[config.mk]
export PLATFORM = sky130hd
export DESIGN_NAME = neuronunit_seq_flat
export DESIGN_NICKNAME = d
export VERILOG_FILES = /design/src/rtl/neuronunit_seq_if.sv /design/src/rtl/neuronunit_seq.sv /design/src/flat_wrapper.sv
export SDC_FILE = /design/constraint.sdc
export NUM_CORES = 1
export LEC_CHECK = 0
export BUFFER_PORTS_ARGS = -buffer_cell sky130_fd_sc_hd__buf_2
export CORE_MARGIN = 2
export CORE_UTILIZATION = 39
export DETAILED_ROUTE_END_ITERATION = 16
export PLACE_DENSITY = 0.72
export SKIP_LAST_GASP = 1
export SYNTH_ARGS = -nofsm -noshare
export SYNTH_HDL_FRONTEND = slang
export SYNTH_SLANG_ARGS = --single-unit
[constraint.sdc]
create_clock -name clk -period 2.79 [get_ports clk]
set_clock_uncertainty 0.05 [all_clocks]
set_input_delay 0.558 -clock clk [delete_from_list [all_inputs] [get_ports clk]]
set_output_delay 0.558 -clock clk [all_outputs]
set_load 0.1 [all_outputs]
[src/rtl/neuronunit_seq_if.sv]
// rtl/neuronunit_seq_if.sv - sample-in / result-out handshake bundle for neuronunit_seq
interface neuronunit_seq_if #(
  parameter int DW = 16
);
  logic                 s_valid;
  logic                 s_ready;
  logic signed [DW-1:0] s_data;
  logic                 s_renew;
  logic                 m_valid;
  logic                 m_ready;
  logic signed [DW-1:0] m_dist;
  logic signed [DW-1:0] m_norm_dist;

  modport master (
    output s_valid, s_data, s_renew, m_ready,
    input  s_ready, m_valid, m_dist, m_norm_dist
  );

  modport slave (
    input  s_valid, s_data, s_renew, m_ready,
    output s_ready, m_valid, m_dist, m_norm_dist
  );
endinterface

[src/rtl/neuronunit_seq.sv]
// rtl/neuronunit_seq.sv - INIT/load/renew/divide sequencer for one neuronunit
// Optional divide timeout: NEURONUNIT_SEQ_TIMEOUT_EN
module neuronunit_seq #(
  parameter int DW         = 16,
  parameter int MU_INI     = 8192,
  parameter int SIGMA2_INI = 16384,
  parameter int DIV_TMO    = 32
) (
  input  logic                 clk,
  input  logic                 rst,
  neuronunit_seq_if.slave      io,
  input  logic                 reinit,
  output logic signed [DW-1:0] nu_in,
  output logic signed [DW-1:0] nu_mu_ini,
  output logic signed [DW-1:0] nu_sigma2_ini,
  output logic                 nu_ini_para,
  output logic                 nu_en_input,
  output logic                 nu_en_renew,
  output logic                 nu_en_divide,
  output logic                 nu_renew_flag,
  input  logic signed [DW-1:0] nu_dist,
  input  logic signed [DW-1:0] nu_norm_dist,
  input  logic                 nu_div_flag,
  output logic                 err_tmo
);
  localparam logic [2:0] S_INIT     = 3'd0;
  localparam logic [2:0] S_WAIT_IN  = 3'd1;
  localparam logic [2:0] S_LOAD     = 3'd2;
  localparam logic [2:0] S_RENEW    = 3'd3;
  localparam logic [2:0] S_DIVIDE   = 3'd4;
  localparam logic [2:0] S_WAIT_DIV = 3'd5;
  localparam logic [2:0] S_OUT      = 3'd6;

  localparam logic signed [DW-1:0] MU_V     = DW'(MU_INI);
  localparam logic signed [DW-1:0] SIGMA2_V = DW'(SIGMA2_INI);

  logic [2:0]           st, nxt;
  logic [1:0]           init_cnt;
  logic                 div_arm;
  logic                 div_done;
  logic                 tmo_hit;
  logic                 ready_q, valid_q;
  logic signed [DW-1:0] dist_q, norm_q;

  // Outputs are registered from the next state, so a held reset keeps every output at 0.
  assign div_done         = (st == S_WAIT_DIV) && div_arm && nu_div_flag;
  assign io.s_ready       = ready_q && !reinit;
  assign io.m_valid       = valid_q;
  assign io.m_dist        = dist_q;
  assign io.m_norm_dist   = norm_q;
  assign nu_mu_ini        = nu_ini_para ? MU_V : '0;
  assign nu_sigma2_ini    = nu_ini_para ? SIGMA2_V : '0;

  always_comb begin
    nxt = st;
    case (st)
      S_INIT:     if (init_cnt == 2'd2) nxt = S_WAIT_IN;
      S_WAIT_IN:  if (reinit) nxt = S_INIT;
                  else if (io.s_valid) nxt = S_LOAD;
      S_LOAD:     nxt = S_RENEW;
      S_RENEW:    nxt = S_DIVIDE;
      S_DIVIDE:   nxt = S_WAIT_DIV;
      S_WAIT_DIV: if (div_done || tmo_hit) nxt = S_OUT;
      S_OUT:      if (io.m_ready) nxt = S_WAIT_IN;
      default:    nxt = S_INIT;
    endcase
  end

  always_ff @(posedge clk) begin
    if (!rst) begin
      st            <= S_INIT;
      init_cnt      <= 2'd0;
      div_arm       <= 1'b0;
      ready_q       <= 1'b0;
      valid_q       <= 1'b0;
      dist_q        <= '0;
      norm_q        <= '0;
      nu_in         <= '0;
      nu_renew_flag <= 1'b0;
      nu_ini_para   <= 1'b0;
      nu_en_input   <= 1'b0;
      nu_en_renew   <= 1'b0;
      nu_en_divide  <= 1'b0;
    end else begin
      st           <= nxt;
      // init_cnt counts ini_para cycles already issued in this INIT visit.
      init_cnt     <= (nxt != S_INIT) ? 2'd0 : (st == S_INIT) ? init_cnt + 2'd1 : 2'd1;
      div_arm      <= (st == S_WAIT_DIV);
      ready_q      <= (nxt == S_WAIT_IN);
      valid_q      <= (nxt == S_OUT);
      nu_ini_para  <= (nxt == S_INIT);
      nu_en_input  <= (nxt == S_LOAD);
      nu_en_renew  <= (nxt == S_RENEW);
      nu_en_divide <= (nxt == S_DIVIDE);
      if (st == S_WAIT_IN && nxt == S_LOAD) begin
        nu_in         <= io.s_data;
        nu_renew_flag <= io.s_renew;
      end else if (st == S_OUT && nxt == S_WAIT_IN) begin
        nu_in         <= '0;
        nu_renew_flag <= 1'b0;
      end
      if (div_done) begin
        dist_q <= nu_dist;
        norm_q <= nu_norm_dist;
      end else if (tmo_hit) begin
        dist_q <= nu_dist;
        norm_q <= '0;
      end
    end
  end

`ifdef NEURONUNIT_SEQ_TIMEOUT_EN
  localparam int TW = $clog2(DIV_TMO + 1);
  logic [TW-1:0] tmo_cnt;
  logic          err_q;

  // tmo_cnt holds the number of WAIT_DIV cycles already completed in this visit.
  assign tmo_hit = (st == S_WAIT_DIV) && !div_done && (tmo_cnt == TW'(DIV_TMO - 1));
  assign err_tmo = err_q;

  always_ff @(posedge clk) begin
    if (!rst) begin
      tmo_cnt <= '0;
      err_q   <= 1'b0;
    end else begin
      tmo_cnt <= (st == S_WAIT_DIV && nxt == S_WAIT_DIV) ? tmo_cnt + TW'(1) : '0;
      if (tmo_hit) err_q <= 1'b1;
    end
  end
`else
  logic unused_tmo;
  assign unused_tmo = ^DIV_TMO;
  assign tmo_hit    = 1'b0;
  assign err_tmo    = 1'b0;
`endif
endmodule

[src/flat_wrapper.sv]
// flat-port wrapper written by rule: the top's interface ports become plain ports
module neuronunit_seq_flat 
#(
  parameter int DW         = 16,
  parameter int MU_INI     = 8192,
  parameter int SIGMA2_INI = 16384,
  parameter int DIV_TMO    = 32
)
  (clk, rst, reinit, nu_in, nu_mu_ini, nu_sigma2_ini, nu_ini_para, nu_en_input, nu_en_renew, nu_en_divide, nu_renew_flag, nu_dist, nu_norm_dist, nu_div_flag, err_tmo, io_s_valid, io_s_data, io_s_renew, io_m_ready, io_s_ready, io_m_valid, io_m_dist, io_m_norm_dist);
  neuronunit_seq_if #(.DW(DW)) io_i ();
  input  logic clk;
  input  logic rst;
  input  logic reinit;
  output logic signed [DW-1:0] nu_in;
  output logic signed [DW-1:0] nu_mu_ini;
  output logic signed [DW-1:0] nu_sigma2_ini;
  output logic nu_ini_para;
  output logic nu_en_input;
  output logic nu_en_renew;
  output logic nu_en_divide;
  output logic nu_renew_flag;
  input  logic signed [DW-1:0] nu_dist;
  input  logic signed [DW-1:0] nu_norm_dist;
  input  logic nu_div_flag;
  output logic err_tmo;
  input wire logic [$bits(io_i.s_valid)-1:0] io_s_valid;
  input wire logic [$bits(io_i.s_data)-1:0] io_s_data;
  input wire logic [$bits(io_i.s_renew)-1:0] io_s_renew;
  input wire logic [$bits(io_i.m_ready)-1:0] io_m_ready;
  output wire logic [$bits(io_i.s_ready)-1:0] io_s_ready;
  output wire logic [$bits(io_i.m_valid)-1:0] io_m_valid;
  output wire logic [$bits(io_i.m_dist)-1:0] io_m_dist;
  output wire logic [$bits(io_i.m_norm_dist)-1:0] io_m_norm_dist;
  assign io_i.s_valid = io_s_valid;
  assign io_i.s_data = io_s_data;
  assign io_i.s_renew = io_s_renew;
  assign io_i.m_ready = io_m_ready;
  assign io_s_ready = io_i.s_ready;
  assign io_m_valid = io_i.m_valid;
  assign io_m_dist = io_i.m_dist;
  assign io_m_norm_dist = io_i.m_norm_dist;
  neuronunit_seq #(.DW(DW), .MU_INI(MU_INI), .SIGMA2_INI(SIGMA2_INI), .DIV_TMO(DIV_TMO)) u_core (.clk(clk), .rst(rst), .io(io_i), .reinit(reinit), .nu_in(nu_in), .nu_mu_ini(nu_mu_ini), .nu_sigma2_ini(nu_sigma2_ini), .nu_ini_para(nu_ini_para), .nu_en_input(nu_en_input), .nu_en_renew(nu_en_renew), .nu_en_divide(nu_en_divide), .nu_renew_flag(nu_renew_flag), .nu_dist(nu_dist), .nu_norm_dist(nu_norm_dist), .nu_div_flag(nu_div_flag), .err_tmo(err_tmo));
endmodule
# Word-level counts from Yosys, hierarchy flattened
# Index checks and enable logic that the tools add are counted.
[word_totals]
reg_bits = 61
latchBits = 0
ram_bits = 0
romBits = 0
input_bits = 55
output_inout_bits = 88
word_cells = 54
mem_count = 0
[op_classes]
add_sub_neg = 1
n_mul = 0
div_mod_pow = 0
n_lt_le_gt_ge = 0
eq_ne = 12
n_shift = 0
n_mux = 13
n_bitwise = 2
reduce_logical = 12
[op_table]
columns = ["cell", "count"]
rows = [
  ["2-to-1 mux 16 bit", 2],
  ["one-hot mux 3 bit (7 select lines)", 1],
  ["== test 3 bit (second input constant)", 5],
  ["2-to-1 mux 15 bit", 1],
  ["2-to-1 mux 3 bit", 5],
  ["2-to-1 mux 14 bit", 1],
  ["== test 3 x 2 -> 1 bit (second input constant)", 4],
  ["== test 3 x 1 -> 1 bit (second input constant)", 2],
  ["zero test 3 bit", 2],
  ["logical AND 1 bit", 5],
  ["2-to-1 mux 1 bit", 3],
  ["nonzero test 3 bit", 1],
  ["OR reduction 3 bit", 1],
  ["adder 2 x 1 -> 2 bit (second input constant)", 1],
  ["== test 2 bit (second input constant)", 1],
  ["inverter 1 bit", 2],
  ["nonzero test 2 bit", 1],
  ["OR reduction 2 bit", 1],
  ["zero test 1 bit", 1],
]

# Logic depth before layout (Yosys ltp)
[depth]
depth_word = 9
ltp_mapped = 7
depth_no_buf = 6

# Least setup slack after synthesis
# No wires, ideal clock.
[synth_path]
kind = "input -> output"
from = "input reinit"
to = "output io_s_ready"
t_arrival_ps = 1893
t_required_ps = 2182
setup_slack_ps = 289
path_stages = 1
n_path_buf = 0
path_cell_list = "nor2b_1"
[synth_via]
elab_chain_cells = 2
[synth_rtl]
columns = ["item", "line", "source"]
rows = [
  ["from (decl)", "flat_wrapper.sv:13", "input logic reinit;"],
  ["zero test 1 bit", "neuronunit_seq.sv:47", "assign io.s_ready = ready_q && !reinit;"],
  ["logical AND 1 bit", "neuronunit_seq.sv:47", ""],
  ["to (decl)", "flat_wrapper.sv:30", "output wire logic [$bits(io_i.s_ready)-1:0] io_s_ready;"],
]
# Every way passes these cells.

# Worst setup path in the final report
[layout_path]
from = "register u_core.st[2]"
to = "register u_core.init_cnt[1]"
[layout_via]
elab_chain_cells = 7
elab_cells_between_ends = 18
classes_between = "6 x eq/ne; 6 x mux; 1 x bitwise; 5 x reduce/logical"
[layout_rtl]
columns = ["item", "line", "source"]
rows = [
  ["from (decl)", "neuronunit_seq.sv:37", "logic [2:0] st, nxt;"],
  ["from (signal assigned)", "neuronunit_seq.sv:85", "st <= nxt;"],
  ["== test 3 bit", "neuronunit_seq.sv:46, neuronunit_seq.sv:56", ""],
  ["logical AND 1 bit (2 in series)", "neuronunit_seq.sv:46", "assign div_done = (st == S_WAIT_DIV) && div_arm && nu_div_flag;"],
  ["2-to-1 mux 3 bit", "neuronunit_seq.sv:63", "S_WAIT_DIV: if (div_done || tmo_hit) nxt = S_OUT;"],
  ["one-hot mux 3 bit (7 select lines)", "neuronunit_seq.sv:56", "case (st)"],
  ["nonzero test 3 bit", "neuronunit_seq.sv:87", "init_cnt <= (nxt != S_INIT) ? 2'd0 : (st == S_INIT) ? init_cnt + 2'd1 : 2'd1;"],
  ["OR reduction 3 bit (no line) *", "--", ""],
  ["to (signal assigned)", "neuronunit_seq.sv:87", ""],
  ["to (decl)", "neuronunit_seq.sv:38", "logic [1:0] init_cnt;"],
]
# Every way passes the cells marked *; elsewhere a longest branch is shown, timed or not.
# A chain may end at the register's enable or synchronous reset.

==> flow_summary.toml <==
[setup_path]
worstPathArrival_ns = 2.34
cp-end-kind = "flop"
crit_path_start_kind = "flop"
crit_family = "simple AND/OR/NAND/NOR gates"
r2r_cells = 4
cp_max_fo = 20
cp_slowest_cell = "or4b_4"
reg2reg_slack_ns = 0.65
slowest_delay_ns = 0.68
path_cells = "nor4bb_4, and2_1, or4b_4, nor4b_4"
cp.required_ns = 2.99
criticalPathCategory = "reg2reg"
r2r_start = "u_core.st[2]"
cp.depth = 4
rr_endpoint = "u_core.init_cnt[1]"
crit_buf_inv = 0

[power]
ir_worst_vdd_mv = 0.3395
p_switching_w = 0.0009224
p_comb_share_pct = 30.4
power.density_nw_per_um2 = 743.2
clockPowerShare_pct = 30.2
sw_frac_of_total_pct = 38.43
internal-power_w = 0.001478
p_seq_share_pct = 39.4
power.leakage_nw = 1.465

[sta]
hold_violations = 0
holdWs_ns = 0.3971
finalSetupViolCount = 0
slew_violations = 0
slew_headroom_pct = 52.85
worst_slew_pin_slew_ns = 0.7073
rsz0062_at_grt = "false"
setup_ws_ns = 0.6460
max_freq_ghz = 0.4664
fin_crit_ns = 2.144
final.period_utilization_pct = 76.84
setup_tns_ns = 0

[placement]
port_buffers = 111
routabilityCongestion = 0.7616
placed_cells = 454
dp_hpwl_um = 3750
dpl_worst_slack_ns = 0.5179
placed_area_um2 = 3049

[logic_synthesis]
ys.flop_type = "dfxtp_1"
yosys.area_share.simple_pct = 20.75
synth_top_area_share_pct = 46.88
async_flop_share_pct = 0
yosys.area_share.adder_pct = 0.4803
syn_area_um2 = 2605
yosysMostFrequentCell = "nand2_1"
synth_top_cell_by_area = "dfxtp_1"
synth_xor_area_share_pct = 0
synth_edf_count = 0
ys_seq_area_share_pct = 46.88
muxShareOfSynthArea_pct = 0
synth_compound_area_share_pct = 18.20
synth_top_family_by_area = "simple AND/OR/NAND/NOR gates"
avgSynthCellArea_um2 = 9.108
yosys-top-cells-area = "dfxtp_1, buf_4, nand2_1"
synthCells = 286
yosys-top-cells-count = "nand2_1, dfxtp_1, buf_4"
yosys_warnings = 0
ys_ff_latch = 61
synth.distinct_cells = 36

[layout]
stdcell_count = 469
nets = 444
drive_above_1_share_pct = 34.95
syn_to_final_growth_pct = 23.97
design_area_um2 = 3229
insertedDiodeCount = 0

[grt]
grt_max_degree = 55
grt_overflow_total = 0
grt.busiest_layer = "met2"
grt_pass1_wl_um = 8604
antenna_found_initial = 0
grtUsageMet1_pct = 16.41
first_global_vias = 1977
grt_use_met3_pct = 8.085
gr-usage-met2_pct = 24.50
grt_usage_pct = 14.86

[cts]
tritoncts = "yes"
cts_buffer_depth = 2
clkLatencyLatePin_ns = 0.32
postCtsHoldBufs = 0
cts_resized = 0
cts_root_buf = "clkbuf_8"
post_cts_buffers = 0
cts_max_level = 3
cts.sinks = 61
numCtsBuffers = 9
clk_pin_slew_ns = 0.06

[floorplanning]
core_um2 = 6422
initial_utilization_pct = 40.56
fp-row-count = 29
die_w_um = 85.73
io_pins = 143
dieArea_um2 = 7350
die_y_um = 85.73

[min_path]
hold_end = "u_core.io.m_dist[13]"
min_path_cells = 2
worstHoldStart = "u_core.io.m_dist[13]"
hold_path_class = "reg2reg"

[detailed_routing]
routed_via_density = 4.588
drt_iter0_markers = 92
vias = 2152
detail-route-antenna-nets = 0
wirelength_um = 5340
drt_pass1_iterations = 12
wl_per_cell_um = 11.39
drc = 10

[job]
cap_violations = 0

[run_status]
status = "finished with violations"
violations = "DRC"
==> metal layers <==
layer / wire length [um] / part of all wire [%] / vias up
li1: - / - / 1080
met3: 556 / 10 / 7
met1: 2267 / 42 / 969
met2: 2452 / 46 / 96
met5: 0 / 0 / -
met4: 63 / 1.2 / 0
==> worst max path at each step <==
| stage | slack, ns | start | endpoint |
|---|---|---|---|
| after global routing | 0.54 | u_core.st[2] | u_core.init_cnt[1] |
| final | 0.65 | u_core.st[2] | u_core.init_cnt[1] |
| after global placement | 0.55 | io_s_valid | u_core.init_cnt[1] |
| after detailed placement | 0.52 | io_s_valid | u_core.init_cnt[1] |
| after CTS | 0.64 | u_core.st[2] | u_core.init_cnt[1] |
| after floorplan | 0.29 | reinit | io_s_ready |
==> power groups by stage <==
stage | registers [W] | clock network (W) | logic [W]
detailed placement | 0.000965 | 0 | 0.000732
global placement | 0.000963 | 0 | 0.000726
floorplan | 0.00109 | 0 | 0.000564
finish | 0.000945 | 0.000724 | 0.000730
CTS | 0.000945 | 0.000757 | 0.000732
global route | 0.000952 | 0.000793 | 0.000761
==> cell families (layout without fill, tap and decap cells) <==
group | after synthesis | in the layout
AO/OA/AOI/OAI | 60 | 60
adder cells (fa/ha/maj) | 1 | 1
buffers and inverters | 56 | 132
flip-flops | 61 | 61
other | 1 | 31
AND/OR/NAND/NOR | 107 | 107
==> area by class of cell <==
type,instances,area [um2]
repair buffers,113,570.5
well taps,77,96.34
flip-flops and latches,61,1221
clock inverters,5,52.55
inverters,4,15.01
clock buffers,10,127.6
fillers,622,3193
multi-input cells,199,1146
==> tightest hold or removal path, delay by kind of cell, from the launching register on <==
kind,cells,cell delay (ns)
compound gates,1,0.05
flops,1,0.31
simple gates,1,0.05
==> layout by cell type, fill, tap and decap left out, drive strengths merged, types with 2 or more instances in the layout <==
cell type    n
inv          4
conb        31
and2         2
o21ai        3
buf        113
clkbuf      10
clkinv       3
a21boi      32
a22oi       17
nand2       65
a211oi       2
nor4b        2
nor2         7
nor2b       19
nor3         3
dfxtp       61
==> state kept, by name (all words and copies together), names as in the netlist <==
| name | flops |
|---|---|
| u_core.st | 3 |
| u_core.io.m_valid | 1 |
| u_core.init_cnt | 2 |
| u_core.nu_en_input | 1 |
| u_core.ready_q | 1 |
| u_core.io.m_norm_dist | 16 |
| u_core.nu_in | 16 |
| u_core.nu_renew_flag | 1 |
| u_core.div_arm | 1 |
| u_core.nu_en_renew | 1 |
| u_core.nu_ini_para | 1 |
| u_core.nu_en_divide | 1 |
| u_core.io.m_dist | 16 |
==> per-stage QoR <==
step | power [W] | util, %
2_1_floorplan | 0.001650 | -
3_3_place_gp | 0.001689 | 47.48
3_5_place_dp | 0.001697 | 47.48
4_1_cts | 0.002435 | 50.28
5_1_grt | 0.002506 | 50.28
6_report | 0.002400 | 50.28
Note: power is estimated with default switching activity, not from simulation.
